## config.mk

```make
export PLATFORM = sky130hd
export DESIGN_NAME = muldiv_unit
export DESIGN_NICKNAME = d
export VERILOG_FILES = /design/src/rtl/muldiv_unit.sv
export SDC_FILE = /design/constraint.sdc
export NUM_CORES = 1
export LEC_CHECK = 0
export CORE_UTILIZATION = 55
export DETAILED_ROUTE_END_ITERATION = 16
export HOLD_SLACK_MARGIN = 0.08
export PLACE_DENSITY = 0.75
export SLEW_MARGIN = 20
export SYNTH_ARGS = -nofsm -noshare
export SYNTH_HDL_FRONTEND = slang
export SYNTH_SLANG_ARGS = --single-unit
```

## constraint.sdc

```tcl
create_clock -name clk -period 5.6 [get_ports clk]
set_clock_uncertainty 0.1 [all_clocks]
set_input_delay 1.12 -clock clk [delete_from_list [all_inputs] [get_ports clk]]
set_output_delay 1.12 -clock clk [all_outputs]
set_load 0.05 [all_outputs]
```

## src/rtl/muldiv_unit.sv

```systemverilog
// Iterative RV32M multiply/divide unit: shift-add multiply and restoring divide,
// one bit per cycle, with sign fix-up in a final cycle and a valid/ready response.
module muldiv_unit #(
  parameter int XLEN = 32
) (
  input  logic            clk,
  input  logic            rst_n,
  input  logic            req_valid,
  output logic            req_ready,
  input  logic [2:0]      funct3,
  input  logic [XLEN-1:0] operand1,
  input  logic [XLEN-1:0] operand2,
  output logic            resp_valid,
  input  logic            resp_ready,
  output logic [XLEN-1:0] result,
  output logic            busy
);

  localparam int CW = $clog2(XLEN) + 1;
  localparam logic [CW-1:0]   LAST    = CW'(XLEN - 1);
  localparam logic [XLEN-1:0] MIN_NEG = {1'b1, {(XLEN-1){1'b0}}};
  localparam logic [XLEN-1:0] ONES    = {XLEN{1'b1}};

  typedef enum logic [1:0] {IDLE, CALC, FIX, DONE} state_e;

  state_e            state_q;
  logic [2:0]        op_q;
  logic [XLEN-1:0]   mag1_q, mag2_q;
  logic              neg_q;
  logic [CW-1:0]     cnt_q;
  logic [2*XLEN-1:0] prod_q;
  logic [XLEN-1:0]   result_q;
  logic              req_ready_q, resp_valid_q, busy_q;

  logic              sign1, sign2, neg_d, is_div, div_zero, div_ovf, special;
  logic [XLEN-1:0]   abs1, abs2, special_res, fix_res, quo, rem;
  logic [XLEN:0]     mul_sum, rem_sh, diff;
  logic [2*XLEN-1:0] mul_next, div_next, prod_neg;

  always_comb begin
    is_div   = funct3[2];
    sign1    = (funct3 == 3'b000 || funct3 == 3'b001 || funct3 == 3'b010 ||
                funct3 == 3'b100 || funct3 == 3'b110) && operand1[XLEN-1];
    sign2    = (funct3 == 3'b000 || funct3 == 3'b001 || funct3 == 3'b100 ||
                funct3 == 3'b110) && operand2[XLEN-1];
    abs1     = sign1 ? (ONES - operand1 + 1'b1) : operand1;
    abs2     = sign2 ? (ONES - operand2 + 1'b1) : operand2;
    // Remainder takes the dividend's sign; everything else the product of the signs.
    neg_d    = (funct3 == 3'b110) ? sign1 : (sign1 ^ sign2);
    div_zero = is_div && (operand2 == '0);
    div_ovf  = is_div && !funct3[0] && (operand1 == MIN_NEG) && (operand2 == ONES);
    special  = div_zero || div_ovf;
    if (div_zero) special_res = funct3[1] ? operand1 : ONES;
    else          special_res = funct3[1] ? '0 : operand1;

    mul_sum  = {1'b0, prod_q[2*XLEN-1:XLEN]} + {1'b0, (prod_q[0] ? mag1_q : '0)};
    mul_next = {mul_sum, prod_q[XLEN-1:1]};

    // Upper half holds the partial remainder, lower half shifts the dividend out and the quotient in.
    rem_sh   = prod_q[2*XLEN-1:XLEN-1];
    diff     = rem_sh - {1'b0, mag2_q};
    div_next = {(diff[XLEN] ? rem_sh[XLEN-1:0] : diff[XLEN-1:0]),
                prod_q[XLEN-2:0], ~diff[XLEN]};

    prod_neg = neg_q ? ('0 - prod_q) : prod_q;
    quo      = prod_q[XLEN-1:0];
    rem      = prod_q[2*XLEN-1:XLEN];
    case (op_q)
      3'b000:         fix_res = prod_neg[XLEN-1:0];
      3'b100, 3'b101: fix_res = neg_q ? ('0 - quo) : quo;
      3'b110, 3'b111: fix_res = neg_q ? ('0 - rem) : rem;
      default:        fix_res = prod_neg[2*XLEN-1:XLEN];
    endcase
  end

  always_ff @(posedge clk or negedge rst_n) begin
    if (!rst_n) begin
      state_q      <= IDLE;
      op_q         <= '0;
      mag1_q       <= '0;
      mag2_q       <= '0;
      neg_q        <= 1'b0;
      cnt_q        <= '0;
      prod_q       <= '0;
      result_q     <= '0;
      req_ready_q  <= 1'b1;
      resp_valid_q <= 1'b0;
      busy_q       <= 1'b0;
    end else begin
      case (state_q)
        IDLE: begin
          if (req_valid && req_ready_q) begin
            op_q        <= funct3;
            mag1_q      <= abs1;
            mag2_q      <= abs2;
            neg_q       <= neg_d;
            cnt_q       <= '0;
            prod_q      <= is_div ? {{XLEN{1'b0}}, abs1} : {{XLEN{1'b0}}, abs2};
            req_ready_q <= 1'b0;
            if (special) begin
              state_q      <= DONE;
              result_q     <= special_res;
              resp_valid_q <= 1'b1;
            end else begin
              state_q <= CALC;
              busy_q  <= 1'b1;
            end
          end
        end
        CALC: begin
          prod_q <= op_q[2] ? div_next : mul_next;
          if (cnt_q == LAST) state_q <= FIX;
          else               cnt_q   <= cnt_q + 1'b1;
        end
        FIX: begin
          result_q     <= fix_res;
          state_q      <= DONE;
          busy_q       <= 1'b0;
          resp_valid_q <= 1'b1;
        end
        DONE: begin
          if (resp_ready) begin
            state_q      <= IDLE;
            resp_valid_q <= 1'b0;
            req_ready_q  <= 1'b1;
          end
        end
        default: state_q <= IDLE;
      endcase
    end
  end

  assign req_ready  = req_ready_q;
  assign resp_valid = resp_valid_q;
  assign busy       = busy_q;
  assign result     = result_q;

endmodule

```

* Yosys cells after proc, flatten, opt, wreduce, memory -nomap -nowiden
Index checks and enable logic that the tools add are counted.
** Cells by class
- $add $sub $neg :: 10
- Equal/unequal tests :: 20
- Multiplexer cells :: 37
- Bitwise operators :: 2
- Reduce and logical (&&, ||, !) cells :: 33
** Operators with widths (number)
- 2-to-1 mux 32 bit :: 12
- 2-to-1 mux 64 bit :: 3
- one-hot mux 64 bit (2 select lines) :: 1
- one-hot mux 32 bit (3 select lines) :: 1
- adder 32 x 1 -> 32 bit, second input constant :: 2
- == test 32 bit, second input constant :: 2
- one-hot mux 32 bit (2 select lines) :: 1
- subtractor 1 x 32 -> 32 bit, first input constant :: 2
- subtractor 1 x 64 -> 64 bit, first input constant :: 1
- subtractor 32 bit, first input constant :: 2
- adder 32 x 32 -> 33 bit :: 1
- subtractor 33 x 32 -> 33 bit :: 1
- logical NOT 32 bit :: 1
- == test 3 bit, second input constant :: 6
- AND reduction 3 bit :: 5
- 2-to-1 mux 6 bit :: 2
- != test 2 bit, second input constant :: 6
- one-hot mux 6 bit (2 select lines) :: 1
- 2-to-1 mux 1 bit :: 8
- 2-to-1 mux 2 bit :: 4
- one-hot mux 2 bit (4 select lines) :: 1
- logical AND 1 bit :: 7
- logical OR 1 bit :: 7
- adder 6 x 1 -> 6 bit, second input constant :: 1
- other kinds (17) :: 24
** Word-level totals
- Flip-flop bits (word level) :: 175
- Input bits :: 71
- Output and inout bits :: 35
- Logic and storage cells :: 113

* Longest topological paths before layout
Gate-level depths: netlist (run 1).
- Depth in word-level cells :: 10
- Gate-level depth with buffers :: 15
- Gate-level depth less buffers :: 13

* Worst setup path after synthesis (run 1)
No wires, ideal clock.
- Path kind :: input to register
- Start :: in operand2[9]
- End :: reg prod_q[27]
- Setup time :: 0.126 ns
- Arrival :: 3.593 ns
- Required time :: 5.374 ns
- Setup slack :: 1.781 ns
- Stages on the path :: 9
- Buffers on the path :: 1
- Cell sequence :: or4_4 nor4_4 or4b_1 or3_1 buf_2 o41ai_4 xor2_1 mux2i_1 a221o_1
** Between the ends
- Word-level cells in the longest chain between the ends :: 6
** Ends and longest elaborated chain
- start, declared :: RTL line 12 : input logic [XLEN-1:0] operand2,
- subtractor 32 bit :: RTL line 47 : abs2 = sign2 ? (ONES - operand2 + 1'b1) : operand2;
- adder 32 x 1 -> 32 bit :: RTL line 47
- 2-to-1 mux 32 bit :: RTL line 47
- 2-to-1 mux 32 bit :: RTL line 98 : prod_q <= is_div ? {{XLEN{1'b0}}, abs1} : {{XLEN{1'b0}}, abs2};
- 2-to-1 mux 64 bit :: RTL line 92 : if (req_valid && req_ready_q) begin
- one-hot mux 64 bit (2 select lines) :: RTL line 90 : case (state_q)
- end signal, assigned :: RTL line 98
- end signal, assigned :: RTL line 111 : prod_q <= op_q[2] ? div_next : mul_next;
- end, declared :: RTL line 31 : logic [2*XLEN-1:0] prod_q;
Every way passes these cells. The select of a mux whose other input is x is not followed.
A chain may end at the register's enable or synchronous reset.

* Worst setup path in the final report (run 1)
- Start :: reg prod_q[31]
- End :: reg prod_q[33]
** Between the ends
- Word-level cells in the longest chain between the ends :: 4
** Ends and longest elaborated chain
- subtractor 33 x 32 -> 33 bit :: RTL line 61 : diff = rem_sh - {1'b0, mag2_q};
- 2-to-1 mux 32 bit :: RTL line 62 : div_next = {(diff[XLEN] ? rem_sh[XLEN-1:0] : diff[XLEN-1:0]),
- 2-to-1 mux 64 bit :: RTL line 111
- one-hot mux 64 bit (2 select lines) :: RTL line 90
Every way passes these cells.

==> run summary, run 1 <==
The area of the core came out at 28900 µm². The endpoint of the lowest-slack register-to-register path is prod_q[33]$_DFFE_PN0P_. The critical path ends at prod_q[33]$_DFFE_PN0P_. The number of endpoints with negative hold slack in the final report came to 0.

The count of cells in the finished layout, fillers not included, comes to 2517. Synthesis instantiated 85 different standard cells from the library. The design area is 18200 µm². The largest fanout of any net on the critical path is 37. The maximum level of the CTS H-tree came out at 4. Dividing the synthesized area by the synthesized cell count gives 7.76 µm². The classification of the worst setup path is register to register. The number of I/O pins is 106. In this run the worst hold path is classified as register to register. The register bit count reported by yosys came out at 175. The number of detailed-routing iterations run before antenna repair came out at 6. The power density over the cells is 662 nW/µm². The most used flip-flop cell after synthesis is sky130_fd_sc_hd__dfrtp_1. The analysis attributes to cell leakage a power of 7.57 nW. The number of buffers added on ports came out at 105. The number of buffers inserted by post-CTS setup repair is 0.

The library cells used most frequently in the layout, excluding fill and tap cells, are sky130_fd_sc_hd__nand2_1, sky130_fd_sc_hd__o21ai_0, sky130_fd_sc_hd__dfrtp_1. The leftover overflow at the end of global routing is 0. Setup repair after global routing left no endpoint under its margin.

The setup slack on the worst flop-to-flop path came out at 990 ps. The layout filler cell count came out at 2584. The cell count after synthesis came out at 2104. The worst hold slack came out at 371 ps. At the pin with the least slew margin, the transition time is 1160 ps. The layout overhead on the synthesized area is 11.3%. The time the worst path needs with I/O delays and setup is 4610 ps. 0 antenna diodes ended up in the layout. Tracing the worst setup path back leads to its startpoint at prod_q[31]$_DFFE_PN0P_. The headroom to the max-slew limit is 22.1%. The synthesized net count is 2252. The final route contains 16900 vias. The number of cells in the design after placement came out at 2485. The worst register-to-register path begins at prod_q[31]$_DFFE_PN0P_.

The final layout contains 2268 nets. The post-cts sizing count came out at 0. The die outline height is 174 µm.

Row generation in the floorplan step produced 62 rows. Leaving out fill and tap cells, the most frequent cell in the layout is sky130_fd_sc_hd__nand2_1. The maximum buffer depth of the clock tree is 2. The final estimated routing congestion in global placement is 0.990.

The cell at the root of the clock tree is sky130_fd_sc_hd__clkbuf_16. Data on the critical path is required at its endpoint by 5870 ps. The TritonCTS clock tree is yes. The final max-slew violation count came out at 0.

The ratio of cells with drive above 1 in the final layout is 5.30%. The clock net sink count is 175. The arrival time at the worst endpoint is 4880 ps. The count of flip-flops with a built-in enable after synthesis came out at 0. The setup TNS came out at 0 ps. The clock-pin transition on the worst setup and hold timing paths is 80 ps. Summed over all layers, the routed wires come to 63.9 mm.

The half-perimeter wire length after placement came out at 49.6 mm. The worst setup path is launched from a register. The worst reg-to-reg path cell count is 12. The highest attainable clock frequency is 217 MHz. The highest ir drop seen on vdd is 0.000609 V.

The floorplan step defined a die boundary enclosing 30400 µm². The die extent in x came out at 174 µm. Walking the worst path, the cells encountered are inv_1 > ha_1 > fa_1 > nor2b_1 > o31a_1 > a41oi_1 > o31ai_1 > a21o_1 > a311o_1 > and3_2 > mux2_2 > o21ai_0. The number of routed nets with antenna violations is 0. The slowest stage of the critical path is the sky130_fd_sc_hd__and3_2 cell. The reported max-cap violation count came out at 0.

The via count of the first global-routing pass came out at 15200. For this run, the slowest stage of the critical path takes 950 ps. The starting utilization of the core area came out at 56.4%. The synthesized area is 16300 µm².

The clock latency at the later pin of the worst-skew pair is 480 ps. The total DRC errors in the routed layout is 0. The detail-routed net length per standard cell is 25.4 µm. Setup violations remaining at the end of the flow were counted as 0. The number of buffers created by CTS is 17. The Yosys step of the flow raised 0 warnings. The pin count of the biggest net entering global routing came out at 113. The ratio of final minimum period to clock period is 82.4%.

The number of antenna violations at the first check in global routing is 4. The async set-reset flop share out of synthesis is 100%. The total global-route track usage came out at 41.8%.

The final total power is 12.0 mW. The run finished with clean final reports. After clock tree synthesis, the flow added hold-fix buffers numbering 0. The first-pass GRT wire length came out at 94.9 mm. STA classifies the critical path endpoint as a register. The post-synthesis sequential area ratio came out at 26.8%. The post-place instance area came out at 17600 µm². The via-per-instance ratio is 6.71. The detailed router finished its first iteration with 2049 violations.
## flip-flops by register name (all words and copies together), names as in the netlist
register    flops
prod_q         64
mag1_q         32
mag2_q         32
result         32
cnt_q           6
op_q            3
state_q         2
busy            1
neg_q           1
req_ready       1
resp_valid      1
## worst min-delay path by stage
stage / startpoint / end / slack, ps / cells past startpoint
2_1_floorplan: mag1_q[31]$_DFFE_PN0P_ / mag1_q[31]$_DFFE_PN0P_ / 340 / 2
3_3_place_gp: mag1_q[21]$_DFFE_PN0P_ / mag1_q[21]$_DFFE_PN0P_ / 360 / 2
3_5_place_dp: mag1_q[18]$_DFFE_PN0P_ / mag1_q[18]$_DFFE_PN0P_ / 360 / 2
4_1_cts: mag1_q[18]$_DFFE_PN0P_ / mag1_q[18]$_DFFE_PN0P_ / 380 / 2
5_1_grt: mag2_q[4]$_DFFE_PN0P_ / mag2_q[4]$_DFFE_PN0P_ / 410 / 2
6_report: mag1_q[18]$_DFFE_PN0P_ / mag1_q[18]$_DFFE_PN0P_ / 370 / 2
## report_power, final
| group | switching (mW) | internal, mW |
|---|---|---|
| logic | 5.11 | 2.96 |
| clock network | 0.635 | 0.598 |
| registers | 0.876 | 1.86 |
| total | 6.62 | 5.41 |
## worst max-delay path, delay by kind of cell, from the launching register on
family / cells / cell delay, ps
adder cells (fa/ha/maj): 2 / 660
buffers and inverters: 1 / 170
AND/OR/NAND/NOR: 2 / 1120
flip-flops: 1 / 420
AO/OA/AOI/OAI: 6 / 1610
multiplexers: 1 / 410
## per-layer routing
layer / global-route usage (%) / part of all wire [%] / wire length (µm)
met5: 0 / 0.081 / 52
met4: 20.6 / 5.1 / 3280
met3: 10.8 / 11 / 7040
met2: 60.5 / 42 / 27100
met1: 57.5 / 41 / 26400
## through the flow
| step | setup slack (ps) | utilization (%) |
|---|---|---|
| CTS | 1100 | 62.8 |
| floorplan | 1780 | - |
| detailed placement | 646 | 60.8 |
| global route | 854 | 62.8 |
| finish | 987 | 62.8 |
| global placement | 698 | 60.8 |
## kinds of logic (layout without fill, tap and decap cells)
logic type               Yosys count  in the layout  share of synthesized area (%)
AO/OA/AOI/OAI                    699            699                           27.1
XOR/XNOR                         162            162                           8.69
adder cells (fa/ha/maj)          100            100                           7.40
buffers and inverters            222            251                           5.29
flip-flops                       175            175                           26.8
multiplexers                      74             74                           4.60
AND/OR/NAND/NOR                  672            672                           20.1
## layout make-up
type	count	area (µm²)	area share, %
Multi-Input combinational cell	1707	11100	61.2
Sequential cell	175	4380	24.1
Timing Repair Buffer	135	1280	7.07
Tap cell	384	480	2.64
Clock buffer	17	425	2.34
Inverter	84	315	1.73
Clock inverter	15	173	0.950
## Yosys cell counts, drive strengths merged (11+ instances only)
cell	n	area share, %
a31oi	23	0.88
inv	83	1.9
o221ai	15	0.80
xnor2	102	5.5
xor2	60	3.2
a211oi	17	0.78
dfrtp	174	27
nor4	19	0.91
or3	24	0.95
nand4	25	0.96
maj3	23	1.4
o31ai	34	1.6
a22oi	26	1.2
mux2i	66	4.0
nor2b	16	0.61
o21a	20	0.92
a21oi	160	4.9
a21o	36	1.7
nand2b	21	0.80
and3	12	0.46
o21ai	226	6.9
o211ai	25	1.1
nand2	247	5.7
o22ai	11	0.42
or2	13	0.50
nor2	144	3.3
o41ai	20	1.2
and2	45	1.7
nand3	27	0.83
clkbuf	113	2.6
buf	25	0.76
or4	20	0.99
nor3	39	1.2
ha	75	5.7
Power figures use the tool's default switching activity.
==> run 2, diff against run 1 <==
Clock period 5.6 ns to 4.45 ns, I/O delays scaled along.
==> run summary, run 2 (synthesis gave the netlist of run 1 again) <==
Status: finished clean (unchanged). In the finished design, the share of the clock period the worst path needs comes to 88.6%. The number of detailed-routing iterations run before antenna repair came out at 5 (was 6).

The die footprint was 30400 µm² (unchanged). RSZ-0062 raised after global routing: false (unchanged). The leakage component of the power is 7.88 nW (was 7.57 nW). The power density over the cells is 836 nW/µm² (was 662 nW/µm²). The commonest non-fill, non-tap cell in the layout is sky130_fd_sc_hd__nand2_1 (unchanged). The starting utilization of the core area came out at 56.4% (unchanged). The detail-routed net length per standard cell was 25.2 µm (was 25.4 µm). The type of the tightest min-delay check was input port to asynchronous set/reset pin (was register to register). The layout filler cell count came to 2558 (was 2584). The final worst-path setup slack is 507 ps (was 987 ps). The die extent in x is 174 µm (unchanged). The setup slack after placement is 84.0 ps (was 646 ps). The total wirelength of the detailed-routed design came out at 64.9 mm (was 63.9 mm).

The time the worst path needs with I/O delays and setup came out at 3940 ps. The final setup violation count is 0 (unchanged). The total DRC errors in the routed layout is 0 (unchanged). The placement row count came out at 62 (unchanged). The via count of the first global-routing pass came out at 15900 (was 15200).

The number of buffers added on ports came out at 105 (unchanged). The critical path launch point type is an input port (was register). The required time of the worst setup path is 4750 ps (was 5870 ps). The number of endpoints with negative hold slack in the final report came to 0 (unchanged). The largest fanout of any net on the critical path came out at 38 (was 37). The half-perimeter wire length after placement is 51.0 mm (was 49.6 mm). The area of the core is 28900 µm² (unchanged). The total global-route track usage came out at 42.6% (was 41.8%). The type of destination of the critical path was a register (unchanged). The leftover overflow at the end of global routing came out at 0 (unchanged).

Most used cells in the layout excluding fill and tap cells: sky130_fd_sc_hd__nand2_1, sky130_fd_sc_hd__o21ai_0, sky130_fd_sc_hd__dfrtp_1 (unchanged). The buffers plus inverters on the worst setup path is 2 (was 1). The ratio of cells with drive above 1 in the final layout came out at 7.80% (was 5.30%). The setup TNS is 0 ps (unchanged). List of cells traversed by the critical path: clkdlybuf4s50_1 > or4_4 > or4_4 > or3_4 > nor4b_4 > nand2_1 > o21ai_2 > a21oi_2 > buf_4 > a221oi_1 > a21o_1 (was inv_1 > ha_1 > fa_1 > nor2b_1 > o31a_1 > a41oi_1 > o31ai_1 > a21o_1 > a311o_1 > and3_2 > mux2_2 > o21ai_0). The die outline height was 174 µm (unchanged). The reported max-cap violation count came out at 0 (unchanged). The number of buffers created by CTS is 17 (unchanged). The clock net sink count came out at 175 (unchanged). The most numerous cell type found on the critical path is sky130_fd_sc_hd__or4_4. The largest register by flop count is prod_q (unchanged). The via-per-instance ratio came out at 6.71 (about the same).

The highest ir drop seen on vdd came to 0.000560 V (was 0.000609 V). The final layout net count came out at 2326 (was 2268). The maximum level of the CTS H-tree was 4 (unchanged). The number of I/O pins is 106 (unchanged).

The maximum buffer depth of the clock tree is 2 (unchanged). The cell with the largest stage delay on the worst path was sky130_fd_sc_hd__or4_4 (was sky130_fd_sc_hd__and3_2). The clock latency at the later pin of the worst-skew pair came to 470 ps (was 480 ps). The family with the most delay on the worst path is simple AND/OR/NAND/NOR gates (was compound AO/OA/AOI/OAI gates). The hold-fix buffer count after cts is 0 (unchanged). The classification of the worst setup path is input port to register (was register to register). The flip-flop count of the largest register after layout is 64 (unchanged). The core utilization of the finished layout came out at 64.6% (was 62.8%).

The number of routed nets with antenna violations is 0 (unchanged). The slew of the pin with the lowest slew margin is 1090 ps (was 1160 ps). The total number of vias was 17300 (was 16900). The final max-slew violation count came out at 0 (unchanged). The layout overhead on the synthesized area came out at 14.4% (was 11.3%). The post-cts sizing count was 0 (unchanged). The cell at the root of the clock tree is sky130_fd_sc_hd__clkbuf_16 (unchanged). The final total power is 15.6 mW (was 12.0 mW).

The first-pass GRT wire length is 97.3 mm (was 94.9 mm). The highest attainable clock frequency came out at 254 MHz. The violation count after the first detailed-route iteration was 2332 (was 2049).

The final estimated routing congestion in global placement came out at 1.04 (was 0.990). The number of buffers inserted by post-CTS setup repair came out at 0 (unchanged). The arrival time at the worst endpoint was 4240 ps (was 4880 ps).

The number of antenna violations at the first check in global routing was 4 (unchanged). The clock-pin transition on the worst setup and hold timing paths came out at 80 ps (about the same). The TritonCTS clock tree is yes (unchanged). The largest incremental delay on the critical path is 550 ps (was 950 ps). The headroom to the max-slew limit is 27.0% (was 22.1%). The pin count of the biggest net entering global routing came out at 112 (was 113).
run 2: cell count changes in the layout (fill, tap and decap cells not counted), sizes merged:
cell,delta
clkinvlp,-1
clkinv,-4
diode,+1
inv,+4
bufinv,+1
buf,+58
run 2: worst paths after layout:
kind / startpoint / to / slack, ps / cells past startpoint
worst min register to register: result[22]$_DFFE_PN0P_ / result[22]$_DFFE_PN0P_ / 380 / 1
min in group clk: result[22]$_DFFE_PN0P_ / result[22]$_DFFE_PN0P_ / 380 / 1
worst min-delay path: rst_n / prod_q[49]$_DFFE_PN0P_ / 320 / 1
max in group asynchronous: rst_n / neg_q$_DFFE_PN0P_ / 2830 / 2
worst max-delay path: operand2[23] / result[1]$_DFFE_PN0P_ / 510 / 11
worst max register to register: prod_q[33]$_DFFE_PN0P_ / prod_q[59]$_DFFE_PN0P_ / 530 / 11
run 2: layout make-up:
type / instances / area, µm² / share of cell area, %
Clock buffer: 17 / 425 / 2.28
Antenna cell: 1 / 2.50 / 0.0134
Sequential cell: 175 / 4380 / 23.5
Clock inverter: 15 / 188 / 1.00
Inverter: 84 / 315 / 1.69
Tap cell: 384 / 480 / 2.57
Multi-Input combinational cell: 1707 / 11100 / 59.5
Timing Repair Buffer: 193 / 1770 / 9.47
run 2: where the power goes:
part | internal, mW | leakage, nW | switching (mW) | total [mW]
combinational | 3.97 | 5.42 | 6.78 | 10.7
sequential | 2.34 | 2.17 | 0.922 | 3.26
clock | 0.815 | 0.294 | 0.809 | 1.62
total | 7.12 | 7.88 | 8.51 | 15.6
run 2: worst reg2reg max path, delay by kind of cell, from the launching register on:
kind / cells / cell delay [ps]
compound gates: 7 / 1890
flops: 1 / 630
mux: 1 / 150
buf+inv: 1 / 280
fa+ha+maj: 1 / 490
simple gates: 1 / 240
run 2: stage by stage:
stage               cells  hold WS [ps]  instance area (µm²)
floorplan            2104           342                16300
global placement     2543           355                18100
detailed placement   2543           367                18100
CTS                  2575           354                18700
global route         2576           364                18700
finish               2576           317                18700
run 2: routing by layer:
metal | GRT usage (%) | wire length, µm | vias up
li1 | - | - | 7794
met1 | 58.4 | 26500 | 8280
met2 | 63.6 | 28100 | 1029
met3 | 9.82 | 7070 | 181
met4 | 19.7 | 3210 | 4
met5 | 0 | 32 | -
==> edit 1 (config.mk and constraints of run 1) <==
Compare `cnt_q` against `LAST` with >= in place of ==.
--- a/src/rtl/muldiv_unit.sv
+++ b/src/rtl/muldiv_unit.sv
@@ -111,3 +111,3 @@
           prod_q <= op_q[2] ? div_next : mul_next;
-          if (cnt_q == LAST) state_q <= FIX;
+          if (cnt_q >= LAST) state_q <= FIX;
           else               cnt_q   <= cnt_q + 1'b1;
Check against the original RTL: no difference found for any inputs over 10 cycles, from zero or initial values and one cycle with rst_n low; that may be too few to reach the edited logic, so the function may still have changed.
==> edit 1 against run 1 <==
- cell count is 2.6% lower
- power is 6.2% lower
- highest routed layer is now met4
- setup slack better by 0.19 ns
- routed wire length is 8.3% lower
- clock power is 5% higher
- first-iteration DRC count is 3.4% higher
- sequential cell count stayed put
- non-clock buffer count is 3 lower
- largest power group unchanged
- hold slack better by 0.0099 ns
- sequential share of layout area is 0.55 points higher
- global-route usage is 1.7 points lower
- final area is 2.2% lower
- combinational power is 8.7% lower
- synthesized area is 2.8% lower
==> edit 1: results (changes against run 1) <==
* Outcome: completed (unchanged)
* ANT cells at 0 (unchanged)
* GP Congestion at 1.02 (was 0.990)
* Total GRT Usage at 40.1% (was 41.8%)
* Top cells by count, synth: nand2_1, o21ai_0, a21oi_1, dfrtp_1, nor2_1 (was nand2_1, o21ai_0, dfrtp_1)
* Worst-path clk slew at 0.08 ns (about the same)
* Cells after Synth at 2034 (was 2104)
* Most instantiated library cell after synthesis: nand2_1 (unchanged)
* Peak supply drop at 0.398 mV (was 0.609 mV)
* Synth Area in Compound Gates at 27.4% (was 27.1%)
* Yosys warnings at 0 (unchanged)
* Layout cell share with drive strength beyond 1 at 4.92% (was 5.30%)
* Rel. slew slack at 25.5% (was 22.1%)
* Placed insts at 2419 (was 2485)
* Filler Cell Count at 2507 (was 2584)
* Wirelength per Cell at 23.9 um (was 25.4 um)
* Via count of the first global-routing pass at 14800 (was 15200)
* Main synth FF type: dfrtp_1 (unchanged)
* Distinct cells, synth at 93 (was 85)
* Nets@finish at 2208 (was 2268)
* Via count at 16200 (was 16900)
* Ranking of synthesized cells by area: dfrtp_1, ha_1, o21ai_0 (was dfrtp_1, o21ai_0, ha_1)
* Multiplexer share of the synthesized area at 4.29% (was 4.60%)
* CTS Buffer Depth at 2 (unchanged)
* First-pass GRT wire length at 88.3 mm (was 94.9 mm)
* Xor/xnor share of the synthesized area at 8.88% (was 8.69%)
* Root Buffer: clkbuf_16 (unchanged)
* Synth Area in Adders at 7.68% (was 7.40%)
* Critical Path AT at 4.67 ns (was 4.88 ns)
* H-tree depth at 4 (unchanged)
* Final antenna-violating net count at 0 (unchanged)
* Clk_lat worst skew at 0.47 ns
* Crit-path max FO at 30 (was 37)
* Vias per inst at 6.60 (was 6.71)
* CTS buffer count at 17 (unchanged)
* Hold buffer count at cts at 0 (unchanged)
* DRT Pass-1 Iters at 8 (was 6)
* Initial antenna violation count at 0 (was 4)
* Max reg flops at 64 (unchanged)
* DRT iter0 DRCs at 2118 (was 2049)
* Detailed placement HPWL at 44.8 mm (was 49.6 mm)
* Setup bufs post-CTS at 0 (unchanged)
* CTS resizes at 0 (unchanged)
* Largest register by flop count: prod_q (unchanged)
* Worst Hold Class: reg2reg (unchanged)
* Seq/Total Area, Yosys at 27.6% (was 26.8%)
* Port Buf Inserts at 105 (unchanged)
* Pleak at 7.41 nW (was 7.57 nW)
* Largest net degree at the start of global routing at 121 (was 113)
* Fraction of registers with async set/reset at 100% (unchanged)
edit 1: layer usage:
layer  wire length, um  part of all wire [%]  GRT usage, %
met5                 0                     0             0
met4              3400                   5.8          22.0
met3              5780                   9.9          8.15
met2             24900                    43          58.8
met1             24500                    42          55.2
edit 1: where the power goes:
group          switching, W  internal [W]  leakage (nW)
registers          0.000807       0.00182          2.19
logic               0.00462       0.00275          4.92
clock network      0.000670      0.000620         0.304
edit 1: area by class of cell:
type	instances	area, um2	area share, %
Sequential cell	175	4380	24.7
Tap cell	378	473	2.66
Multi-Input combinational cell	1660	10700	60.3
Clock inverter	15	206	1.16
Timing Repair Buffer	132	1290	7.24
Clock buffer	17	425	2.39
Inverter	74	278	1.56
edit 1: path summary, 6_finish.rpt:
| kind | cells after the start | from | to | slack, ns |
|---|---|---|---|---|
| min in group asynchronous | 1 | rst_n | result[18]$_DFFE_PN0P_ | 0.58 |
| max in group asynchronous | 2 | rst_n | mag2_q[2]$_DFFE_PN0P_ | 3.77 |
| setup / recovery | 11 | operand2[3] | result[26]$_DFFE_PN0P_ | 1.18 |
| setup reg to reg | 14 | prod_q[31]$_DFFE_PN0P_ | prod_q[38]$_DFFE_PN0P_ | 1.20 |
| hold / removal | 2 | mag1_q[31]$_DFFE_PN0P_ | mag1_q[31]$_DFFE_PN0P_ | 0.38 |
| hold reg to reg | 2 | mag1_q[31]$_DFFE_PN0P_ | mag1_q[31]$_DFFE_PN0P_ | 0.38 |
edit 1: worst max-delay path, stage by stage:
cell and delay [ns]:
clkdlybuf4s50_1 0.50, nor4_1 0.59, nand3_1 0.26, or3_1 0.47
nor2_1 0.25, nand2b_1 0.31, nand2_2 0.24, a21o_4 0.34
nand2_1 0.19, a211oi_1 0.30, nor3_1 0.08
edit 1: cell families (layout without fill, tap and decap cells):
kind of cell	count (synthesis)	count (layout)
buf+inv	199	238
flops	175	175
compound gates	690	690
mux	67	67
xor+xnor	161	161
simple gates	641	641
fa+ha+maj	101	101
edit 1: per-stage QoR:
step           total power, W  setup WS (ns)  area [um2]  util [%]
2_1_floorplan         0.00766           2.03       15900         -
5_1_grt                0.0120          0.911       17800      63.3
4_1_cts                0.0111           1.27       17800      63.3
3_3_place_gp          0.00963          0.949       17100      61.0
3_5_place_dp          0.00977          0.797       17100      61.0
6_report               0.0113           1.18       17800      63.3
==> edit 2 (flow settings as in run 1) <==
Without the edit above. Change the parameter `XLEN` from 32 to 16.
--- a/src/rtl/muldiv_unit.sv
+++ b/src/rtl/muldiv_unit.sv
@@ -3,3 +3,3 @@
 module muldiv_unit #(
-  parameter int XLEN = 32
+  parameter int XLEN = 16
 ) (
Ports: changed (resized operand1, operand2 and result); port bits go from 106 to 58. The function was not compared with the original's and may differ.
==> edit 2 against run 1 <==
- combinational power is 55% lower
- via count shrank 52%
- core utilization increased by 0.62 points
- setup slack better by 0.59 ns
- cell count down 50%
- sequential cell count fell by 81
- global-route usage shrank 7.9 points
- power down 53%
- synthesized area decreased by 49%
- final area down 49%
- count of clock-buffer cells in the layout fell by 7
- routed wire length down 60%
==> edit 2: results (changes against run 1) <==
* GP Congestion at 0.975 (was 0.990)
* Seq/Total Area, Yosys at 28.2% (was 26.8%)
* H-tree depth at 3 (was 4)
* FF-to-FF setup slack at 1.57 ns (was 0.99 ns)
* Crit-path max FO at 9 (was 37)
* First-pass GRT wire length at 41.1 mm (was 94.9 mm)
* DRT Pass-1 Iters at 5 (was 6)
* Port Buf Inserts at 57 (was 105)
* Post-place setup slack at 1.34 ns (was 0.646 ns)
* RR Endpoint: prod_q[28]$_DFFE_PN0P_ (was prod_q[33]$_DFFE_PN0P_)
* Clk_lat worst skew at 0.36 ns (was 0.48 ns)
* Detailed placement HPWL at 19.6 mm (was 49.6 mm)
* Synth Area in Adders at 8.37% (was 7.40%)
* Multiplexer share of the synthesized area at 4.10% (was 4.60%)
* Max reg flops at 32 (was 64)
* R2R cell count at 10 (was 12)
* Peak supply drop at 0.280 mV (was 0.609 mV)
* Placed insts at 1251 (was 2485)
* Hold endpoint: mag1_q[6]$_DFFE_PN0P_ (was mag1_q[18]$_DFFE_PN0P_)
* CTS buffer count at 9 (was 17)
* Placed Instance Area at 0.00898 mm2 (was 0.0176 mm2)
* Top cells by count, synth: nand2_1, o21ai_0, dfrtp_1 (unchanged)
* Synth Area in Compound Gates at 26.4% (was 27.1%)
* Min-delay src: mag1_q[6]$_DFFE_PN0P_ (was mag1_q[18]$_DFFE_PN0P_)
* WHS at 0.373 ns (was 0.371 ns)
* Outcome: completed (unchanged)
* Critical Path AT at 4.17 ns (was 4.88 ns)
* RR Startpoint: prod_q[16]$_DFFE_PN0P_ (was prod_q[31]$_DFFE_PN0P_)
* Rel. slew slack at 32.8% (was 22.1%)
* Largest net degree at the start of global routing at 66 (was 113)
* Starting Density at 57.0% (was 56.4%)
* Total GRT Usage at 33.8% (was 41.8%)
* Vias per inst at 6.43 (was 6.71)
* Met3 usage at 7.40% (was 10.8%)
* Xor/xnor share of the synthesized area at 7.46% (was 8.69%)
* Via count at 8148 (was 16900)
* Nets@finish at 1162 (was 2268)
## edit 2: cell types whose count changed after synthesis, moves of 56 or more
cell,before,now
o21ai_0,222,114
nand2_1,247,138
a21oi_1,160,79
clkbuf_1,112,56
dfrtp_1,174,93
nor2_1,144,80
xnor2_1,102,30
## edit 2: per-layer routing
layer / routed length (um) / vias to the layer above
met5: 0 / -
met4: 1070 / 0
met3: 2320 / 78
met2: 11100 / 415
met1: 11300 / 3776
li1: - / 3879
## edit 2: layout make-up
cell class,count,area [um2]
fill,1306,5350
multi-input combinational,862,5580
clock buffer,10,239
timing repair buffer,69,658
clock inverter,6,73.8
sequential,94,2350
inverter,42,158
tap,184,230
## edit 2: where the power goes
part           leakage [nW]  switching (W)  total [W]  internal [W]
logic                  2.50        0.00222    0.00361       0.00139
registers              1.17       0.000415    0.00140      0.000982
clock network         0.154       0.000297   0.000663      0.000366
total                  3.83        0.00293    0.00567       0.00274
## edit 2: how the worst max path moves through the flow
stage / end / slack (ns) / start
final: prod_q[28]$_DFFE_PN0P_ / 1.57 / prod_q[16]$_DFFE_PN0P_
after detailed placement: result[1]$_DFFE_PN0P_ / 1.34 / operand2[11]
after global placement: result[10]$_DFFE_PN0P_ / 1.41 / operand2[11]
after global routing: prod_q[28]$_DFFE_PN0P_ / 1.36 / prod_q[16]$_DFFE_PN0P_
after floorplan: result[10]$_DFFE_PN0P_ / 2.21 / operand1[9]
after CTS: prod_q[28]$_DFFE_PN0P_ / 1.62 / prod_q[15]$_DFFE_PN0P_
## edit 2: worst max-delay path, cell delays in order (launching register included)
cell and delay [ns]:
dfrtp_1 0.58, inv_1 0.22, fa_1 0.46, nand2b_1 0.19, a21oi_1 0.30, o21bai_1 0.24, a2111oi_0 0.70, a311o_1 0.52
mux2i_1 0.27, a21oi_1 0.10, a22o_1 0.23
